--- config.mk ---
export PLATFORM = sky130hd
export DESIGN_NAME = div_unit
export DESIGN_NICKNAME = d
export VERILOG_FILES = /design/src/rtl/decoder_pkg.sv /design/src/rtl/div_step.sv /design/src/rtl/div_unit.sv
export SDC_FILE = /design/constraint.sdc
export NUM_CORES = 1
export LEC_CHECK = 0
export ABC_AREA = 1
export CAP_MARGIN = 20
export CELL_PAD_IN_SITES_DETAIL_PLACEMENT = 1
export CELL_PAD_IN_SITES_GLOBAL_PLACEMENT = 1
export CORE_MARGIN = 4
export CORE_UTILIZATION = 39
export CTS_CLUSTER_DIAMETER = 40
export DETAILED_ROUTE_END_ITERATION = 10
export GPL_TIMING_DRIVEN = 0
export PLACE_DENSITY_LB_ADDON = 0.1
export SYNTH_ARGS = -nofsm -noshare
export SYNTH_HDL_FRONTEND = slang
export SYNTH_SLANG_ARGS = --single-unit
--- constraint.sdc ---
create_clock -name clk -period 3.55 [get_ports clk]
set_input_delay 0.71 -clock clk [delete_from_list [all_inputs] [get_ports clk]]
set_output_delay 0.71 -clock clk [all_outputs]
set_load 0.01 [all_outputs]
--- src/rtl/decoder_pkg.sv ---
// Shared decoder types: machine word, ALU and divider operation encodings,
// and the divider step count.
package decoder_pkg;

  typedef logic [31:0] word;

  typedef enum logic [3:0] {
    ALU_ADD,
    ALU_SUB,
    ALU_AND,
    ALU_OR,
    ALU_XOR,
    ALU_SLL,
    ALU_SRL,
    ALU_SRA,
    ALU_SLT,
    ALU_SLTU
  } alu_op_t;

  typedef enum logic [1:0] {
    DIV_DIV,
    DIV_DIVU,
    DIV_REM,
    DIV_REMU
  } div_op_t;

  localparam int DIV_STEPS = 32;

  // DIV and REM interpret their operands as two's complement.
  function automatic logic div_op_signed(input div_op_t op);
    return (op == DIV_DIV) || (op == DIV_REM);
  endfunction

  // REM and REMU return the remainder instead of the quotient.
  function automatic logic div_op_is_rem(input div_op_t op);
    return (op == DIV_REM) || (op == DIV_REMU);
  endfunction

endpackage

--- src/rtl/div_step.sv ---
// One radix-2 restoring division step on unsigned magnitudes.
// The partial remainder is always below the divisor, so a 33-bit trial
// subtraction covers the shifted value and the result fits back in a word.
module div_step
  import decoder_pkg::*;
(
  input  word  rem,
  input  word  divisor,
  input  logic dividend_bit,
  output word  rem_next,
  output logic q_bit
);

  logic [32:0] shifted;
  logic [32:0] diff;

  // Shift in the next dividend bit, try the subtraction, restore on borrow.
  always_comb begin
    shifted  = {rem, dividend_bit};
    diff     = shifted - {1'b0, divisor};
    q_bit    = ~diff[32];
    rem_next = q_bit ? diff[31:0] : shifted[31:0];
  end

endmodule

--- src/rtl/div_unit.sv ---
// Iterative 32-bit divider (DIV, DIVU, REM, REMU): one restoring step per
// cycle on operand magnitudes, sign correction when the result is registered.
// Divide-by-zero and signed overflow are detected at capture and produce a
// forced result.
// Optional macro DIV_FAST_SPECIAL_EN: special cases bypass the step phase
// and complete one cycle after capture.
module div_unit
  import decoder_pkg::*;
(
  input  logic    clk,
  input  logic    reset,
  input  logic    start,
  input  div_op_t op,
  input  word     a,
  input  word     b,
  output logic    busy,
  output logic    done,
  output word     res
);

  localparam int CNT_W = $clog2(DIV_STEPS);
  localparam logic [CNT_W-1:0] CNT_LAST = CNT_W'(DIV_STEPS - 1);

  typedef enum logic [1:0] {
    S_IDLE,
    S_CALC,
    S_DONE
  } state_t;

  state_t           state;
  logic [CNT_W-1:0] cnt;
  word              rem_q;
  word              quo_q;
  word              dsr_q;
  logic             neg_quo_q;
  logic             neg_rem_q;
  logic             is_rem_q;
  logic             special_q;
  word              special_res_q;

  // Magnitude of an operand; unsigned ops pass through untouched.
  function automatic word mag_of(input word v, input logic is_signed);
    logic signed [31:0] sv;
    sv = $signed(v);
    return (is_signed && sv[31]) ? word'(-sv) : v;
  endfunction

  // Apply the result sign to an unsigned magnitude.
  function automatic word apply_sign(input word mag, input logic neg);
    logic signed [31:0] sm;
    sm = $signed(mag);
    return neg ? word'(-sm) : mag;
  endfunction

  logic op_signed;
  logic op_rem;
  logic div_by_zero;
  logic sgn_overflow;
  logic special_det;
  word  special_val;

  // Classify the operands presented with start.
  always_comb begin
    op_signed    = div_op_signed(op);
    op_rem       = div_op_is_rem(op);
    div_by_zero  = (b == 32'h0);
    sgn_overflow = op_signed && (a == 32'h8000_0000) && (b == 32'hFFFF_FFFF);
    special_det  = div_by_zero || sgn_overflow;
    special_val  = 32'h0;
    if (div_by_zero) begin
      special_val = op_rem ? a : 32'hFFFF_FFFF;
    end else if (sgn_overflow) begin
      special_val = op_rem ? 32'h0 : 32'h8000_0000;
    end
  end

  word  rem_nx;
  logic q_bit;
  word  quo_nx;
  word  final_res;

  div_step u_step (
    .rem          (rem_q),
    .divisor      (dsr_q),
    .dividend_bit (quo_q[31]),
    .rem_next     (rem_nx),
    .q_bit        (q_bit)
  );

  // Quotient bits shift in from the bottom as dividend bits leave the top;
  // on the last step this is the full quotient magnitude.
  always_comb begin
    quo_nx = {quo_q[30:0], q_bit};
    if (special_q) begin
      final_res = special_res_q;
    end else if (is_rem_q) begin
      final_res = apply_sign(rem_nx, neg_rem_q);
    end else begin
      final_res = apply_sign(quo_nx, neg_quo_q);
    end
  end

  // Control FSM with registered busy/done/res and the step datapath.
  always_ff @(posedge clk or negedge reset) begin
    if (!reset) begin
      state         <= S_IDLE;
      cnt           <= '0;
      rem_q         <= '0;
      quo_q         <= '0;
      dsr_q         <= '0;
      neg_quo_q     <= 1'b0;
      neg_rem_q     <= 1'b0;
      is_rem_q      <= 1'b0;
      special_q     <= 1'b0;
      special_res_q <= '0;
      busy          <= 1'b0;
      done          <= 1'b0;
      res           <= '0;
    end else begin
      case (state)
        S_IDLE, S_DONE: begin
          done <= 1'b0;
          busy <= 1'b0;
          if (start) begin
            cnt           <= '0;
            rem_q         <= '0;
            quo_q         <= mag_of(a, op_signed);
            dsr_q         <= mag_of(b, op_signed);
            neg_quo_q     <= op_signed && (a[31] ^ b[31]);
            neg_rem_q     <= op_signed && a[31];
            is_rem_q      <= op_rem;
            special_q     <= special_det;
            special_res_q <= special_val;
`ifdef DIV_FAST_SPECIAL_EN
            if (special_det) begin
              state <= S_DONE;
              done  <= 1'b1;
              res   <= special_val;
            end else begin
              state <= S_CALC;
              busy  <= 1'b1;
            end
`else
            state <= S_CALC;
            busy  <= 1'b1;
`endif
          end else begin
            state <= S_IDLE;
          end
        end
        S_CALC: begin
          rem_q <= rem_nx;
          quo_q <= quo_nx;
          cnt   <= cnt + 1'b1;
          if (cnt == CNT_LAST) begin
            state <= S_DONE;
            busy  <= 1'b0;
            done  <= 1'b1;
            res   <= final_res;
          end
        end
        default: begin
          state <= S_IDLE;
          busy  <= 1'b0;
          done  <= 1'b0;
        end
      endcase
    end
  end

endmodule

# After elaboration in Yosys (flattened, before gate mapping)
# Cells that the tools add are included.
[totals]
n_memories = 0
ramBits = 0
latch_bits = 0
mem_bits_ro = 0
ff_bits = 173
wordCells = 71
inputBits = 69
output_inout_bits = 34
[classes]
muxes = 25
add_sub_neg = 6
n_mul = 0
order_cmp = 0
n_div = 0
n_bitwise = 2
reduce_logical = 16
shifts = 0
n_eq_ne = 9
[ops]
columns = ["cell", "n"]
rows = [
  ["2-to-1 mux 32 bit", 13],
  ["negator 32 bit", 4],
  ["one-hot mux 32 bit (2 select lines)", 2],
  ["== test 32 bit, second input constant", 2],
  ["subtractor 33 x 32 -> 33 bit", 1],
  ["logical NOT 32 bit", 1],
  ["one-hot mux 5 bit (2 select lines)", 1],
  ["== test 2 bit, second input constant", 3],
  ["AND reduction 2 bit", 3],
  ["adder 5 x 1 -> 5 bit, second input constant", 1],
  ["== test 5 bit, second input constant", 1],
  ["logical AND 1 bit", 5],
  ["2-to-1 mux 1 bit", 5],
  ["2-to-1 mux 5 bit", 1],
  ["logical NOT 2 bit", 2],
  ["!= test 2 bit, second input constant", 2],
  ["one-hot mux 2 bit (2 select lines)", 1],
  ["logical OR 1 bit", 3],
  ["== test 2 x 1 -> 1 bit, second input constant", 1],
  ["2-to-1 mux 2 bit", 1],
  ["one-hot mux 1 bit (2 select lines)", 1],
  ["nonzero test 2 bit", 1],
  ["OR reduction 2 bit", 1],
  ["inverter 1 bit", 1],
  ["bitwise XOR 1 bit", 1],
]

# Longest topological paths before layout
[depth]
ltp_word = 6
depth_mapped = 32

# Hierarchy
# From an unflattened synthesis, not the netlist that was laid out.
[hier_totals]
cells_unflattened = 2339
area_unflattened_um2 = 14401.3
[modules_own_cells]
columns = ["mod", "area_each_um2", "cells_each", "instances", "seq_area_each_um2"]
rows = [
  ["div_unit", 11250.8, 1659, 1, 4279.1],
  ["div_step", 3150.5, 680, 1, 0.0],
]

# Least setup slack after synthesis
# Ideal clock, no wire load.
[synth_timing]
path_kind = "reg2reg"
from = "register quo_q[31]"
to = "register res[28]"
setup_slack_ns = -0.268
t_arrival_ns = 3.753
path_stages_with_launch = 32
path_buffers = 2
synth_period_minus_slack_ns = 3.818
path_cell_list = "dfrtp_1 > inv_1 > ha_1 > fa_1 > inv_1 > nand2_1 > nand2_1 > nand3_1 > nand2_2 > nand2_2 > nand2_4 > nand2_4 > nand2_4 > nand2_4 > nand2_4 > buf_6 > buf_4 > ha_1 > inv_1 > nor3_1 > inv_1 > nor2_1 > nand4_1 > nor2_1 > nand2_1 > o41ai_1 > o21ai_0 > a21oi_1 > nor2_1 > nand2_1 > nand2_1 > nand2_1"
[synth_between]
elab_chain_len = 6
[synth_rtl]
columns = ["element", "line", "text"]
rows = [
  ["start, declared", "div_unit.sv:33", "word quo_q;"],
  ["start signal, assigned", "div_unit.sv:127", "quo_q <= mag_of(a, op_signed);"],
  ["start signal, assigned", "div_unit.sv:153", "quo_q <= quo_nx;"],
  ["subtractor 33 x 32 -> 33 bit", "div_step.sv:20", "diff = shifted - {1'b0, divisor};"],
  ["2-to-1 mux 32 bit or inverter 1 bit (tied branches)", "div_step.sv:22, div_step.sv:21", ""],
  ["negator 32 bit", "div_unit.sv:52", "return neg ? word'(-sm) : mag;"],
  ["2-to-1 mux 32 bit", "div_unit.sv:52", ""],
  ["2-to-1 mux 32 bit *", "div_unit.sv:96", "end else if (is_rem_q) begin"],
  ["2-to-1 mux 32 bit *", "div_unit.sv:94", "if (special_q) begin"],
  ["end signal, assigned", "div_unit.sv:159", "res <= final_res;"],
  ["end, declared", "div_unit.sv:18", "output word res"],
]
# Mark *: on every way between the ends. The rest lies on a longest branch, timed or not.
# A chain may end at the register's enable or synchronous reset.

# Final worst setup path
[layout_timing]
from = "register dsr_q[4]"
to = "register res[22]"
[layout_between]
elab_chain_len = 6
[layout_rtl]
columns = ["element", "line", "text"]
rows = [
  ["start, declared", "div_unit.sv:34", "word dsr_q;"],
  ["start signal, assigned", "div_unit.sv:128", "dsr_q <= mag_of(b, op_signed);"],
  ["subtractor 33 x 32 -> 33 bit *", "div_step.sv:20", ""],
  ["2-to-1 mux 32 bit or inverter 1 bit (tied branches)", "div_step.sv:22, div_step.sv:21", ""],
  ["negator 32 bit", "div_unit.sv:52", ""],
  ["2-to-1 mux 32 bit", "div_unit.sv:52", ""],
  ["2-to-1 mux 32 bit *", "div_unit.sv:96", ""],
  ["2-to-1 mux 32 bit *", "div_unit.sv:94", ""],
]
# Marks and branches as above.

==> impl_results.md <==
- Largest net degree at the start of global routing: 113
- Storage cell area: 4280 µm²
- Slowest cell on crit path: dfrtp_1
- Seq/Total Area, Yosys: 30.9%
- CTS buffer count: 17
- Synth top area cells: dfrtp_1, nand2_1, inv_1
- Unrepaired setup endpoints after global routing: yes
- # clock sinks: 171
- Max frequency: 243 MHz
- Worst Hold Class: in -> async
- Die area: 38,600 µm²
- Flops & latches, synth: 171
- Share of flip-flops with an asynchronous set or reset: 100%
- Max-cap violations: 0
- Synth Cell Area: 13,900 µm²
- ANT cells: 0
- Worst reg2reg path depth: 30
- Drt via density: 5.65
- DR iter-0 viols: 1,287
- Layout cells sized above 1: 14.5%
- Final WL: 64,700 µm
- CTS tree: yes
- Crit-path max FO: 4
- Multi-input logic area: 9060 µm²
- Final count of pins violating max slew: 0
- Post-synthesis cell count: 2,154
- Crit path top cell by count: nand2_2
- Layout area overhead: 26.4%
- Row cnt: 68
- Final Skew: 0.0189 ns
- Die W: 196 µm
- DRC: 0
- Die H: 196 µm
- Wirelength per Cell: 23.1 µm
- Aggregate global routing overflow: 0
- # hold bufs at CTS: 0
- Clk root buf: clkbuf_16
- R2r setup slk: -0.56 ns
- Post-Synthesis Net Count: 2,263
- Final Hold Viols: 0
- Final ANT Viol Nets: 0
- Number of enable flip-flop cells after synthesis: 0
- Least-Margin Pin Slew: 1.07 ns
- Most common flop cell mapped by yosys: dfrtp_1
- Placer Congestion: 0.970
- First drt pass iteration count: 5
- Fin crit share: 116%
- YS warnings: 0
- Top-area cell type share of the netlist area: 30.9%
- Reg2reg start: dsr_q[4]$_DFFE_PN0P_
- Core Footprint: 34,800 µm²
- First-pass GRT wire length: 96,400 µm
- Worst Path Required: 3.95 ns
- H-Tree Depth: 4
- Vias: 15,800
- Tot GR Track Use: 32.7%
- Clock latency at the later pin of the worst-skew pair: 0.47 ns
- Largest stage delay on the critical path: 0.38 ns
- Reg-to-Reg End: res[22]$_DFFE_PN0P_
- Final setup violation count: 29
- Vias in the first global route: 16,000
- Startpoint Class: register
- Worst setup margin: -0.562 ns
- Worst Path Arrival: 4.51 ns
- Minimum clock period: 4.11 ns
- Dpl hpwl: 50,100 µm
- Fillcell total: 4,623
- Violated checks: negative setup slack
- Clk buf depth: 2
- Area leader, netlist: dfrtp_1
- Initial Utilization: 39.8%
- Worst-path clk slew: 0.07 ns
- Antenna violations before repair: 0
- Path type of the worst setup path: reg -> reg
- Mapped Avg Cell Area: 6.43 µm²
- Status: complete, but fails checks
- Count of cell types in the netlist: 50
- # IOs: 103
- I/O Buffers: 100
- Slew HR: 28.4%
- Sum Neg Setup Slack: -8.15 ns
- Setup crit end kind: register
- Final net count: 2,444
-- cells in the mapped netlist (all sizes together), types with 2 or more instances --
cell type / n
nor4: 13
a21oi: 94
clkbuf: 62
and2: 3
a22o: 2
o21ai: 145
dfrtp: 171
nand3: 138
nand4: 30
o31ai: 3
o21bai: 4
o22ai: 50
a31oi: 8
xor2: 45
nor2: 220
inv: 282
o221ai: 31
nand2: 692
clkinv: 2
nand3b: 9
o211ai: 15
or2: 5
a21o: 2
ha: 39
buf: 19
xnor2: 24
nor3: 40
o21a: 2
-- timing repair --
| action | 4_1_cts | 5_1_grt |
|---|---|---|
| resized for setup | 157 | 70 |
| pin swaps | 49 | 50 |
| endpoints found under the setup margin | 31 | 35 |
| setup buffers | 40 | 21 |
-- metrics by stage --
stage / util, % / worst slack (ns) / area [µm²] / instances / hold slack [ns]
detailed placement: 44.5 / -1.06 / 15500 / 2710 / 0.462
global route: 50.3 / -0.756 / 17500 / 2802 / 0.206
finish: 50.3 / -0.562 / 17500 / 2802 / 0.165
floorplan: - / 0.0188 / 13900 / 2154 / 0.414
CTS: 49.0 / -0.413 / 17100 / 2781 / 0.196
global placement: 44.4 / -5.84 / 15500 / 2709 / 0.451
-- layout make-up --
class                           count  share of cell area, %
Buffer                             81                   2.22
Clock buffer                       19                   2.59
Clock inverter                     12                  0.736
Inverter                          284                   6.09
Multi-Input combinational cell   1618                   51.8
Sequential cell                   171                   24.5
Tap cell                          455                   3.25
Timing Repair Buffer              162                   8.88
-- layer usage --
metal / vias to the layer above / GRT usage, % / routed length, µm
met2: 477 / 51.0 / 29000
met4: 0 / 7.34 / 1210
li1: 7357 / - / -
met1: 7936 / 46.2 / 29800
met5: - / 0 / 0
met3: 70 / 8.22 / 4740
-- critical path, delay by kind of cell, from the launching register on --
| family | cells | cell delay (ns) |
|---|---|---|
| DFF | 1 | 0.38 |
| buffers and inverters | 7 | 0.78 |
| adders and majority gates | 2 | 0.46 |
| AOI/OAI and AO/OA | 2 | 0.34 |
| and+or+nand+nor | 19 | 2.07 |
-- cells by family (layout without fill, tap and decap cells) --
group                    count (synthesis)  count (layout)  share of synthesized area, %
AO/OA/AOI/OAI                          358             358                          15.3
flip-flops                             171             171                          30.9
AND/OR/NAND/NOR                       1151            1151                          35.4
buffers and inverters                  365             558                          10.4
adder cells (fa/ha/maj)                 40              40                          3.67
XOR/XNOR                                69              69                          4.36
-- registers in the layout, summed over array words and instances, names as in the netlist --
name,count
neg_quo_q,1
neg_rem_q,1
res,32
cnt,5
state,1
special_res_q,32
is_rem_q,1
quo_q,32
special_q,1
done,1
dsr_q,32
rem_q,32
-- placed cells by master, fill, tap and decap left out, types with 53 or more instances in the layout --
cell type	instances
nand2_2	65
dfrtp_1	168
inv_1	257
nand3_1	113
clkdlybuf4s50_1	99
clkbuf_1	62
nor2_1	195
buf_4	53
nand2_1	612
a21oi_1	79
o21ai_0	99
-- worst max path at each step --
stage / startpoint / to / cells after the start
finish: dsr_q[4]$_DFFE_PN0P_ / res[22]$_DFFE_PN0P_ / 30
global route: dsr_q[4]$_DFFE_PN0P_ / res[26]$_DFFE_PN0P_ / 31
floorplan: quo_q[31]$_DFFE_PN0P_ / res[28]$_DFFE_PN0P_ / 31
detailed placement: quo_q[31]$_DFFE_PN0P_ / res[26]$_DFFE_PN0P_ / 32
global placement: reset / quo_q[17]$_DFFE_PN0P_ / 1
CTS: dsr_q[0]$_DFFE_PN0P_ / res[28]$_DFFE_PN0P_ / 30
Power is left out: the tool's default activity adds up to more than one toggle a clock period on the data nets, which glitch-free logic cannot reach.
